==> src/rtl/rom24x8_read_arbiter_pkg.sv <==
// Shared types and constants for the 24x8 ROM read arbiter.
// ROM_ARB_RR_EN selects round-robin arbitration (default build: fixed priority).
package rom_arb_pkg;

  localparam int unsigned ADDR_W        = 5;
  localparam int unsigned BANK_SEL_LSB  = 3;
  localparam int unsigned NUM_BANKS_MAX = 4;
  localparam int unsigned BANK_SEL_W    = ADDR_W - BANK_SEL_LSB;

  typedef enum logic [1:0] {
    IDLE = 2'd0,
    READ = 2'd1,
    RESP = 2'd2
  } state_e;

  // Accepted transaction: word address plus index of the granted requester.
  typedef struct packed {
    logic [ADDR_W-1:0] addr;
    logic              idx;
  } xact_t;

  function automatic logic [BANK_SEL_W-1:0] bank_of(input logic [ADDR_W-1:0] addr);
    return addr[ADDR_W-1:BANK_SEL_LSB];
  endfunction

  function automatic logic bank_ok(input logic [BANK_SEL_W-1:0] bank, input int unsigned nb);
    return (32'(bank) < nb) && (32'(bank) < NUM_BANKS_MAX);
  endfunction

endpackage

==> src/rtl/rom24x8_read_arbiter_if.sv <==
// Requester-side request/response bundle of the ROM read arbiter.
interface rom24x8_read_arbiter_if #(
  parameter int unsigned NREQ   = 2,
  parameter int unsigned DATA_W = 8,
  parameter int unsigned ADDR_W = 5
);

  logic [NREQ-1:0]        req_valid;
  logic [NREQ*ADDR_W-1:0] req_addr;
  logic [NREQ-1:0]        req_ready;
  logic [NREQ-1:0]        rsp_valid;
  logic [NREQ-1:0]        rsp_ready;
  logic [DATA_W-1:0]      rsp_data;
  logic                   rsp_err;

  modport master (
    output req_valid, req_addr, rsp_ready,
    input  req_ready, rsp_valid, rsp_data, rsp_err
  );

  modport slave (
    input  req_valid, req_addr, rsp_ready,
    output req_ready, rsp_valid, rsp_data, rsp_err
  );

endinterface

==> src/rtl/rom24x8_read_arbiter_pick.sv <==
// 2-way grant logic; ROM_ARB_RR_EN selects round-robin, otherwise requester 0 has fixed priority.
module rom_arb_pick (
`ifdef ROM_ARB_RR_EN
  input  logic       rr_ptr,
`endif
  input  logic [1:0] valid,
  output logic [1:0] gnt
);

`ifdef ROM_ARB_RR_EN
  // Favoured requester wins when valid, otherwise the other one.
  always_comb begin
    gnt = 2'b00;
    if (valid[rr_ptr]) begin
      gnt = rr_ptr ? 2'b10 : 2'b01;
    end else if (valid[~rr_ptr]) begin
      gnt = rr_ptr ? 2'b01 : 2'b10;
    end
  end
`else
  always_comb begin
    gnt = 2'b00;
    if (valid[0]) begin
      gnt = 2'b01;
    end else if (valid[1]) begin
      gnt = 2'b10;
    end
  end
`endif

endmodule

==> src/rtl/rom24x8_read_arbiter.sv <==
// Shares one 24x8 ROM (three 8x8 banks) between two requesters; IDLE->READ->RESP per read.
// ROM_ARB_RR_EN enables round-robin arbitration; default is fixed priority to requester 0.
module rom24x8_read_arbiter
  import rom_arb_pkg::*;
#(
  parameter int unsigned DATA_W    = 8,
  parameter int unsigned BANK_AW   = 3,
  parameter int unsigned NUM_BANKS = 3,
  parameter int unsigned NREQ      = 2
) (
  input  logic                 clk,
  input  logic                 rst,
  rom24x8_read_arbiter_if.slave bus,
  output logic [NUM_BANKS-1:0] rom_cs,
  output logic                 rom_rd_en,
  output logic [BANK_AW-1:0]   rom_addr,
  input  logic [DATA_W-1:0]    rom_data0,
  input  logic [DATA_W-1:0]    rom_data1,
  input  logic [DATA_W-1:0]    rom_data2
);

  state_e                 state, state_d;
  xact_t                  xact, xact_d;
  logic [NREQ-1:0]        gnt;
  logic [ADDR_W-1:0]      win_addr;
  logic [BANK_SEL_W-1:0]  win_bank, cur_bank;
  logic [DATA_W-1:0]      bank_data;

  logic [NUM_BANKS-1:0]   rom_cs_d;
  logic                   rom_rd_en_d;
  logic [BANK_AW-1:0]     rom_addr_d;
  logic [NREQ-1:0]        rsp_valid_q, rsp_valid_d;
  logic [DATA_W-1:0]      rsp_data_q, rsp_data_d;
  logic                   rsp_err_q, rsp_err_d;

`ifdef ROM_ARB_RR_EN
  logic rr_ptr;

  // Pointer moves to the other requester after every accept.
  always_ff @(posedge clk) begin
    if (rst) begin
      rr_ptr <= 1'b0;
    end else if (state == IDLE && |gnt) begin
      rr_ptr <= ~gnt[1];
    end
  end
`endif

  rom_arb_pick u_pick (
`ifdef ROM_ARB_RR_EN
    .rr_ptr (rr_ptr),
`endif
    .valid  (bus.req_valid),
    .gnt    (gnt)
  );

  assign win_addr = gnt[1] ? bus.req_addr[2*ADDR_W-1:ADDR_W] : bus.req_addr[ADDR_W-1:0];
  assign win_bank = bank_of(win_addr);
  assign cur_bank = bank_of(xact.addr);

  // Bank data mux for the transaction in flight.
  always_comb begin
    bank_data = '0;
    case (cur_bank)
      BANK_SEL_W'(0): bank_data = rom_data0;
      BANK_SEL_W'(1): bank_data = rom_data1;
      BANK_SEL_W'(2): bank_data = rom_data2;
      default:        bank_data = '0;
    endcase
  end

  // Next state and next register values.
  always_comb begin
    state_d       = state;
    xact_d        = xact;
    bus.req_ready = '0;
    rom_cs_d      = '0;
    rom_rd_en_d   = 1'b0;
    rom_addr_d    = '0;
    rsp_valid_d   = rsp_valid_q;
    rsp_data_d    = rsp_data_q;
    rsp_err_d     = rsp_err_q;

    case (state)
      IDLE: begin
        if (!rst && |gnt) begin
          bus.req_ready = gnt;
          xact_d.addr   = win_addr;
          xact_d.idx    = gnt[1];
          state_d       = READ;
          if (bank_ok(win_bank, NUM_BANKS)) begin
            rom_cs_d    = NUM_BANKS'(1) << win_bank;
            rom_rd_en_d = 1'b1;
            rom_addr_d  = win_addr[BANK_AW-1:0];
          end
        end
      end
      READ: begin
        state_d     = RESP;
        rsp_valid_d = NREQ'(1) << xact.idx;
        if (bank_ok(cur_bank, NUM_BANKS)) begin
          rsp_data_d = bank_data;
          rsp_err_d  = 1'b0;
        end else begin
          rsp_data_d = '0;
          rsp_err_d  = 1'b1;
        end
      end
      RESP: begin
        if (bus.rsp_ready[xact.idx]) begin
          rsp_valid_d = '0;
          state_d     = IDLE;
        end
      end
      default: begin
        state_d     = IDLE;
        rsp_valid_d = '0;
      end
    endcase
  end

  always_ff @(posedge clk) begin
    if (rst) begin
      state       <= IDLE;
      xact        <= '0;
      rom_cs      <= '0;
      rom_rd_en   <= 1'b0;
      rom_addr    <= '0;
      rsp_valid_q <= '0;
      rsp_data_q  <= '0;
      rsp_err_q   <= 1'b0;
    end else begin
      state       <= state_d;
      xact        <= xact_d;
      rom_cs      <= rom_cs_d;
      rom_rd_en   <= rom_rd_en_d;
      rom_addr    <= rom_addr_d;
      rsp_valid_q <= rsp_valid_d;
      rsp_data_q  <= rsp_data_d;
      rsp_err_q   <= rsp_err_d;
    end
  end

  assign bus.rsp_valid = rsp_valid_q;
  assign bus.rsp_data  = rsp_data_q;
  assign bus.rsp_err   = rsp_err_q;

endmodule

==> src/flat_wrapper.sv <==
// flat-port wrapper written by rule: the top's interface ports become plain ports
module rom24x8_read_arbiter_flat import rom_arb_pkg::*;
#(
  parameter int unsigned DATA_W    = 8,
  parameter int unsigned BANK_AW   = 3,
  parameter int unsigned NUM_BANKS = 3,
  parameter int unsigned NREQ      = 2
)
  (clk, rst, rom_cs, rom_rd_en, rom_addr, rom_data0, rom_data1, rom_data2, bus_req_valid, bus_req_addr, bus_rsp_ready, bus_req_ready, bus_rsp_valid, bus_rsp_data, bus_rsp_err);
  rom24x8_read_arbiter_if #(.NREQ(NREQ), .DATA_W(DATA_W), .ADDR_W(5)) bus_i ();
  input  logic clk;
  input  logic rst;
  output logic [NUM_BANKS-1:0] rom_cs;
  output logic rom_rd_en;
  output logic [BANK_AW-1:0] rom_addr;
  input  logic [DATA_W-1:0] rom_data0;
  input  logic [DATA_W-1:0] rom_data1;
  input  logic [DATA_W-1:0] rom_data2;
  input wire logic [$bits(bus_i.req_valid)-1:0] bus_req_valid;
  input wire logic [$bits(bus_i.req_addr)-1:0] bus_req_addr;
  input wire logic [$bits(bus_i.rsp_ready)-1:0] bus_rsp_ready;
  output wire logic [$bits(bus_i.req_ready)-1:0] bus_req_ready;
  output wire logic [$bits(bus_i.rsp_valid)-1:0] bus_rsp_valid;
  output wire logic [$bits(bus_i.rsp_data)-1:0] bus_rsp_data;
  output wire logic [$bits(bus_i.rsp_err)-1:0] bus_rsp_err;
  assign bus_i.req_valid = bus_req_valid;
  assign bus_i.req_addr = bus_req_addr;
  assign bus_i.rsp_ready = bus_rsp_ready;
  assign bus_req_ready = bus_i.req_ready;
  assign bus_rsp_valid = bus_i.rsp_valid;
  assign bus_rsp_data = bus_i.rsp_data;
  assign bus_rsp_err = bus_i.rsp_err;
  rom24x8_read_arbiter #(.DATA_W(DATA_W), .BANK_AW(BANK_AW), .NUM_BANKS(NUM_BANKS), .NREQ(NREQ)) u_core (.clk(clk), .rst(rst), .bus(bus_i), .rom_cs(rom_cs), .rom_rd_en(rom_rd_en), .rom_addr(rom_addr), .rom_data0(rom_data0), .rom_data1(rom_data1), .rom_data2(rom_data2));
endmodule
==> config.mk <==
export PLATFORM = sky130hd
export DESIGN_NAME = rom24x8_read_arbiter_flat
export DESIGN_NICKNAME = d
export VERILOG_FILES = /design/src/rtl/rom24x8_read_arbiter_pkg.sv /design/src/rtl/rom24x8_read_arbiter_if.sv /design/src/rtl/rom24x8_read_arbiter_pick.sv /design/src/rtl/rom24x8_read_arbiter.sv /design/src/flat_wrapper.sv
export SDC_FILE = /design/constraint.sdc
export NUM_CORES = 1
export LEC_CHECK = 0
export ABC_CLOCK_PERIOD_IN_PS = 1500
export CAP_MARGIN = 20
export CORE_AREA = 8 8 64 66
export DETAILED_ROUTE_END_ITERATION = 16
export DIE_AREA = 0 0 72 74
export PLACE_DENSITY = 0.76
export SYNTH_ARGS = -nofsm -noshare
export SYNTH_HDL_FRONTEND = slang
export SYNTH_SLANG_ARGS = --single-unit
==> constraint.sdc <==
create_clock -name clk -period 1.5 [get_ports clk]
set_input_delay 0.45 -clock clk [delete_from_list [all_inputs] [get_ports clk]]
set_output_delay 0.45 -clock clk [all_outputs]
set_load 0.05 [all_outputs]
==> flow_metrics.env, run 1 <==
export IMPL_status="finished, violations left"
export IMPL_failed_checks="setup timing"
export IMPL_cts_root_buf="clkbuf_4"
export IMPL_synth_edf_count=0
export IMPL_gr_total_overflow=0
export IMPL_regToRegStartpoint="u_core.state[1]$_SDFFE_PP0P_"
export IMPL_min_delay_start="u_core.bus.rsp_data[6]$_SDFFE_PP0N_"
export IMPL_path_cells="nor3_4, and2_4, buf_12"
export IMPL_seq_area_um2=464
export IMPL_synth_cells=112
export IMPL_async_flop_share_pct=0
export IMPL_ios=60
export IMPL_ys_seq_area_share_pct=40.9
export IMPL_finalWorstSetupSlack_ns=-0.158
export IMPL_viasPerCell=5.17
export IMPL_hold_violations=0
export IMPL_cp_top_family="simple AND/OR/NAND/NOR gates"
export IMPL_syn_to_final_growth_pct=80.9
export IMPL_path_buf_inv=1
export IMPL_p_leak_uw=0.000799
export IMPL_final_area_um2=2040
export IMPL_cap_violations=0
export IMPL_min_period_ns=1.66
export IMPL_syn_cell_area_um2=1130
export IMPL_initial_core_util_pct=35.4
export IMPL_die_area_um2=5330
export IMPL_antenna_left=0
export IMPL_grt_max_degree=22
export IMPL_synth_adder_area_share_pct=0
export IMPL_synthesis_nets=152
export IMPL_slew_headroom_pct=76.3
export IMPL_synthFlopType="dfxtp_1"
export IMPL_hold_depth=2
export IMPL_firstDrtPassIters=5
export IMPL_post_place_ws_ns=-0.379
export IMPL_num_vias=1164
export IMPL_hold_end="u_core.bus.rsp_data[6]$_SDFFE_PP0N_"
export IMPL_cts_sinks=23
export IMPL_insertion_delay_ns=0.31
export IMPL_path_clk_slew_ns=0.13
export IMPL_cp_slowest_cell="dfxtp_4"
export IMPL_grt_pass1_wl_mm=5.89
export IMPL_multi_input_area_um2=597
export IMPL_post_drt_wl_per_cell_um=16.2
export IMPL_ctsHtreeMaxLevel=1
export IMPL_die_x_um=72
export IMPL_portBuffers=59
export IMPL_std_cell_rows=21
export IMPL_antenna_found_initial=0
export IMPL_hold_class="reg -> reg"
export IMPL_synth_seq_cells=23
export IMPL_skew_ns=0.00944
export IMPL_cp_start_kind="flop"
export IMPL_yosys_area_share_xor_xnor_pct=0
export IMPL_power_density_nw_per_um2=797
export IMPL_antenna_cells=0
export IMPL_setup_viol=2
export IMPL_synthSimpleGateAreaFrac_pct=18.4
export IMPL_synthMuxAreaShare_pct=13.0
export IMPL_postSynthAreaPerCell_um2=10.1
export IMPL_timing_fmax_mhz=603
export IMPL_synth_compound_area_share_pct=20.1
export IMPL_arrival_ns=1.21
export IMPL_grt_pass1_vias=1213
export IMPL_die_y_um=74
export IMPL_yosys_warnings=0
export IMPL_drcViolationCount=0
export IMPL_drive_gt1_share_pct=31.3
export IMPL_path_max_fanout=3
export IMPL_netlist_area_leader_share_pct=40.9
export IMPL_synth_top_cell_by_area="dfxtp_1"
export IMPL_power_total_uw=1620
export IMPL_cts_path_max_buffers=2
export IMPL_end_kind="primary output"
export IMPL_reg2regPathDepth=4
export IMPL_place_congestion=0.718
export IMPL_n_fill_cell=254
export IMPL_tightest_slew_ns=0.354
export IMPL_grt_setup_unrepaired="true"
export IMPL_placed_area_um2=1990
export IMPL_synthDistinctLibCells=34
export IMPL_drt_initial_drc_count=101
export IMPL_core_um2=3180
export IMPL_worstSetupPathType="reg -> out"
export IMPL_worstPathRequired_ns=1.05
export IMPL_regToRegEndpoint="u_core.bus.rsp_data[3]$_SDFFE_PP0N_"
export IMPL_cts_tree="yes"
export IMPL_fin_crit_sh_pct=111
export IMPL_final_nets=220
export IMPL_r2r_setup_slack_ns=0.12
export IMPL_finalWirelength_mm=3.65
export IMPL_grt_usage_pct=13.8
export IMPL_peakVddDrop_v=0.000421
export IMPL_synth_top_family_by_area="compound AO/OA/AOI/OAI gates"
export IMPL_numCtsBuffers=3
export IMPL_drv_slew=0
export IMPL_critPathMaxStageDelay_ns=0.38
export IMPL_dp_hpwl_mm=2.82
export IMPL_synth_area_top_cells="dfxtp_1, mux2_2, a222oi_1, a211oi_1, nand2_1"
state kept, by name, indices dropped and copies added (netlist names):
register / flops
u_core.state: 2
u_core.bus.rsp_err: 1
u_core.cur_bank: 2
u_core.rom_addr: 3
u_core.rom_rd_en: 1
u_core.xact: 1
u_core.rom_cs: 3
u_core.bus.rsp_data: 8
u_core.bus.rsp_valid: 2
tightest hold or removal path: stages (launching register included):
cell	delay, ns
dfxtp_1	0.37
nand2_1	0.07
a211oi_1	0.06
placed cells by master (no fill, tap or decap):
cell type and n:
clkdlybuf4s50_1 36, dfxtp_1 22, buf_12 20, nand2_1 16, buf_4 11, a211oi_1 10, mux2_2 8, a222oi_1 8
a21oi_1 6, inv_1 4, mux2i_1 3, nand3b_1 3, clkbuf_4 3, and2_4 2, nor3_2 2, o32ai_1 2
dlygate4sd2_1 2, nor3_4 1, nor2b_4 1, nand2b_4 1, a21o_2 1, nor2b_2 1, or2b_1 1, and3_1 1
a22oi_1 1, nor2_1 1, or2_1 1, inv_2 1, nand2b_1 1, nand4b_1 1, o2111ai_1 1, mux2_1 1
nor3_1 1, mux2_4 1, nor2b_1 1, clkinv_2 1, clkdlybuf4s15_2 1, dfxtp_4 1
cells in the mapped netlist (2+ instances only):
cell type and count:
nand3b_1 3, a211oi_1 10, clkbuf_1 2, mux2i_1 3
dfxtp_1 23, mux2_2 8, nor2b_1 3, nor3_2 2
inv_1 4, a222oi_1 8, o32ai_1 2, nand2_1 16
a21oi_1 6, and2_1 2
layout make-up:
class                           instances  area share [%]
Inverter                                5           0.921
Multi-Input combinational cell         77            29.3
Tap cell                               46            2.83
Sequential cell                        23            22.8
Clock buffer                            3            1.11
Timing Repair Buffer                   70            42.8
Clock inverter                          1           0.246
power by group:
part | internal, uW | switching, uW | total (uW)
Combinational | 339 | 290 | 628
Sequential | 656 | 48.4 | 704
Clock | 99.6 | 191 | 290
Total | 1090 | 529 | 1620
logic make-up (layout without fill, tap and decap cells):
logic type / Yosys count / after routing
AOI/OAI and AO/OA: 29 / 29
buffers and inverters: 12 / 79
DFF: 23 / 23
muxes: 13 / 13
and+or+nand+nor: 35 / 35
stage by stage:
stage	utilization, %	hold WS (ns)	cells	TNS, ns
after CTS	64.0	0.535	225	-0.339
after global routing	64.1	0.560	225	-0.444
after detailed placement	62.5	0.514	220	-4.20
final	64.1	0.529	225	-0.313
after global placement	62.5	0.504	220	-3.42
after floorplan	-	0.490	112	0
worst max-delay path by stage:
stage	start	end	depth (start not counted)
global route	u_core.state[1]$_SDFFE_PP0P_	bus_req_ready[0]	3
CTS	u_core.state[1]$_SDFFE_PP0P_	bus_req_ready[0]	3
finish	u_core.state[1]$_SDFFE_PP0P_	bus_req_ready[0]	3
detailed placement	bus_req_valid[1]	bus_req_ready[1]	4
global placement	rst	bus_req_ready[0]	4
floorplan	bus_req_valid[1]	bus_req_ready[1]	3
layer usage:
layer  global-route usage, %  share of wire, %  wire, um
met1                    15.1                38      1390
met2                    22.9                50      1810
met3                    7.01                12       425
met4                    3.85              0.66        24
met5                       0                 0         0
timing repair:
action	4_1_cts	5_1_grt
resized for setup	12	1
pin swaps	2	1
setup buffers	1	0
endpoints found under the setup margin	10	3
hold buffers	0	0
No activity file was read; power rests on OpenSTA's default activity.
==> run 2, diff against run 1 <==
ABC_CLOCK_PERIOD_IN_PS = 2000   (was 1500)
CORE_AREA = 2 2 56 58   (was 8 8 64 66)
DIE_AREA = 0 0 58 60   (was 0 0 72 74)
PLACE_DENSITY = 0.81   (was 0.76)
clock period = 2 ns   (was 1.5 ns; I/O delays follow)
==> flow_metrics.env, run 2 (synthesis gave the netlist of run 1 again) <==
export IMPL_status="completed"
export IMPL_core_um2=2900
export IMPL_cts_root_buf="clkbuf_4"
export IMPL_post_place_ws_ns=-0.250
export IMPL_initial_core_util_pct=38.8
export IMPL_tns_ns=0
export IMPL_cp_slowest_cell="dlygate4sd2_1"
export IMPL_ios=60
export IMPL_critPathLaunch="rst"
export IMPL_regToRegStartpoint="u_core.cur_bank[1]$_SDFFE_PP0P_"
export IMPL_grt_usage_pct=18.6
export IMPL_wl_met1_mm=1.22
export IMPL_path_clk_slew_ns=0.13
export IMPL_reg2regPathDepth=3
export IMPL_swShare_pct=33.3
export IMPL_arrival_ns=1.35
export IMPL_dp_hpwl_mm=2.42
export IMPL_slew_headroom_pct=61.8
export IMPL_r2r_setup_slack_ns=0.46
export IMPL_p_switching_uw=381
export IMPL_viasPerCell=5.39
export IMPL_drive_gt1_share_pct=27.7
export IMPL_syn_to_final_growth_pct=57.1
export IMPL_n_fill_cell=267
export IMPL_critPathMaxStageDelay_ns=0.27
export IMPL_std_cell_rows=20
export IMPL_timing_fmax_mhz=513
export IMPL_grt_max_degree=22
export IMPL_cp_start_kind="input port"
export IMPL_antenna_left=0
export IMPL_cap_violations=0
export IMPL_drcViolationCount=0
export IMPL_setup_viol=0
export IMPL_gr_total_overflow=0
export IMPL_antenna_cells=0
export IMPL_insertion_delay_ns=0.33
export IMPL_path_cells="dlygate4sd2_1, nor3_4, and2_4, buf_12"
export IMPL_cts_sinks=23
export IMPL_dr_max_layer_used="met4"
export IMPL_regToRegEndpoint="u_core.bus.rsp_data[1]$_SDFFE_PP0N_"
export IMPL_finalWorstSetupSlack_ns=0.0520
export IMPL_grt_setup_unrepaired="false"
export IMPL_num_vias=1132
export IMPL_tightest_slew_ns=0.572
export IMPL_power_density_nw_per_um2=646
export IMPL_antenna_found_initial=0
export IMPL_fin_crit_sh_pct=97.4
export IMPL_cts_path_max_buffers=2
export IMPL_ctsHoldBuffers=0
export IMPL_final_cell_mix="clkdlybuf4s50_1, buf_4, dfxtp_1"
export IMPL_hold_violations=0
export IMPL_crit_cells=4
export IMPL_die_x_um=58
export IMPL_p_leak_uw=0.000733
export IMPL_path_buf_inv=2
export IMPL_post_drt_wl_per_cell_um=14.8
export IMPL_grt_pass1_vias=1175
export IMPL_worstSetupPathType="in -> out"
export IMPL_combPwrFrac_pct=34.5
export IMPL_end_kind="primary output"
export IMPL_met3_length_um=210
export IMPL_ctsHtreeMaxLevel=1
export IMPL_firstDrtPassIters=5
export IMPL_finalWirelength_mm=3.12
export IMPL_peakVddDrop_v=0.000514
export IMPL_hold_class="reg -> reg"
export IMPL_portBuffers=59
export IMPL_worstPathRequired_ns=1.40
export IMPL_route_met2_wl_mm=1.62
export IMPL_die_area_um2=3480
export IMPL_cts_tree="yes"
export IMPL_drv_slew=0
export IMPL_skew_ns=0.00450
export IMPL_cp_top_family="buffers and inverters"
export IMPL_final_nets=218
export IMPL_pwr_share_seq_pct=45.9
export IMPL_path_max_fanout=3
export IMPL_layout_commonest_cell="clkdlybuf4s50_1"
export IMPL_numCtsBuffers=3
export IMPL_endpoint="bus_req_ready[0]"
export IMPL_whs_ns=0.505
export IMPL_grt_pass1_wl_mm=4.93
export IMPL_die_y_um=60
export IMPL_place_congestion=0.815
export IMPL_largest_reg_flops=8
export IMPL_clkPwrFrac_pct=19.6
export IMPL_min_period_ns=1.95
export IMPL_drt_initial_drc_count=44
export IMPL_power_total_uw=1140
export IMPL_intPower_uw=763
-- run 2: how the worst min path moves through the flow --
stage,start,to,cells after the start
2_1_floorplan,u_core.xact[0]$_SDFFE_PP0P_,u_core.bus.rsp_valid[1]$_SDFFE_PP0P_,2
3_3_place_gp,u_core.bus.rsp_data[6]$_SDFFE_PP0N_,u_core.bus.rsp_data[6]$_SDFFE_PP0N_,2
3_5_place_dp,u_core.bus.rsp_data[2]$_SDFFE_PP0N_,u_core.bus.rsp_data[2]$_SDFFE_PP0N_,2
4_1_cts,u_core.bus.rsp_data[2]$_SDFFE_PP0N_,u_core.bus.rsp_data[2]$_SDFFE_PP0N_,2
5_1_grt,u_core.bus.rsp_data[5]$_SDFFE_PP0N_,u_core.bus.rsp_data[5]$_SDFFE_PP0N_,2
6_report,u_core.bus.rsp_data[3]$_SDFFE_PP0N_,u_core.bus.rsp_data[3]$_SDFFE_PP0N_,2
-- run 2: timing repair --
item | CTS | global route
gates resized for setup | 7 | 0
endpoints found under the setup margin | 2 | 2
pin swaps | 1 | 1
buffers inserted | 1 | 0
-- run 2: cell type report --
| cell class | count | area (um2) | share of cell area, % |
|---|---|---|---|
| Timing Repair Buffer | 68 | 629 | 35.6 |
| Multi-Input combinational cell | 77 | 593 | 33.5 |
| Sequential cell | 23 | 460 | 26.0 |
| Tap cell | 33 | 41.3 | 2.33 |
| Clock buffer | 4 | 26.3 | 1.49 |
| Inverter | 5 | 18.8 | 1.06 |
-- run 2: metrics by stage --
step                      utilization, %  std cells  area (um2)
after detailed placement            59.5        205        1730
after floorplan                        -        112        1130
final                               60.9        210        1770
after global placement              59.5        205        1730
after CTS                           60.9        210        1770
after global routing                60.9        210        1770
-- run 2: power by group through the flow --
stage / clock network (uW) / registers, uW / logic, uW
global placement: 0 / 532 / 383
floorplan: 0 / 604 / 166
detailed placement: 0 / 535 / 391
finish: 224 / 525 / 395
global route: 238 / 530 / 421
CTS: 231 / 525 / 397
-- run 2: worst register-to-register path: stages (launching register included) --
cell and delay, ns:
dfxtp_1 0.47, nor2b_1 0.53, a222oi_1 0.20, a211oi_1 0.27
-- run 2: routing by layer --
layer,track usage (%),up-vias
li1,-,551
met1,20.1,524
met2,34.3,52
met3,3.46,5
met4,9.63,0
met5,0,-
==> run 3, diff against run 2 <==
TNS_END_PERCENT = 50   (was not set)
==> results of run 3 <==
The final DEF is identical to that of run 2; final timing and power are the same.
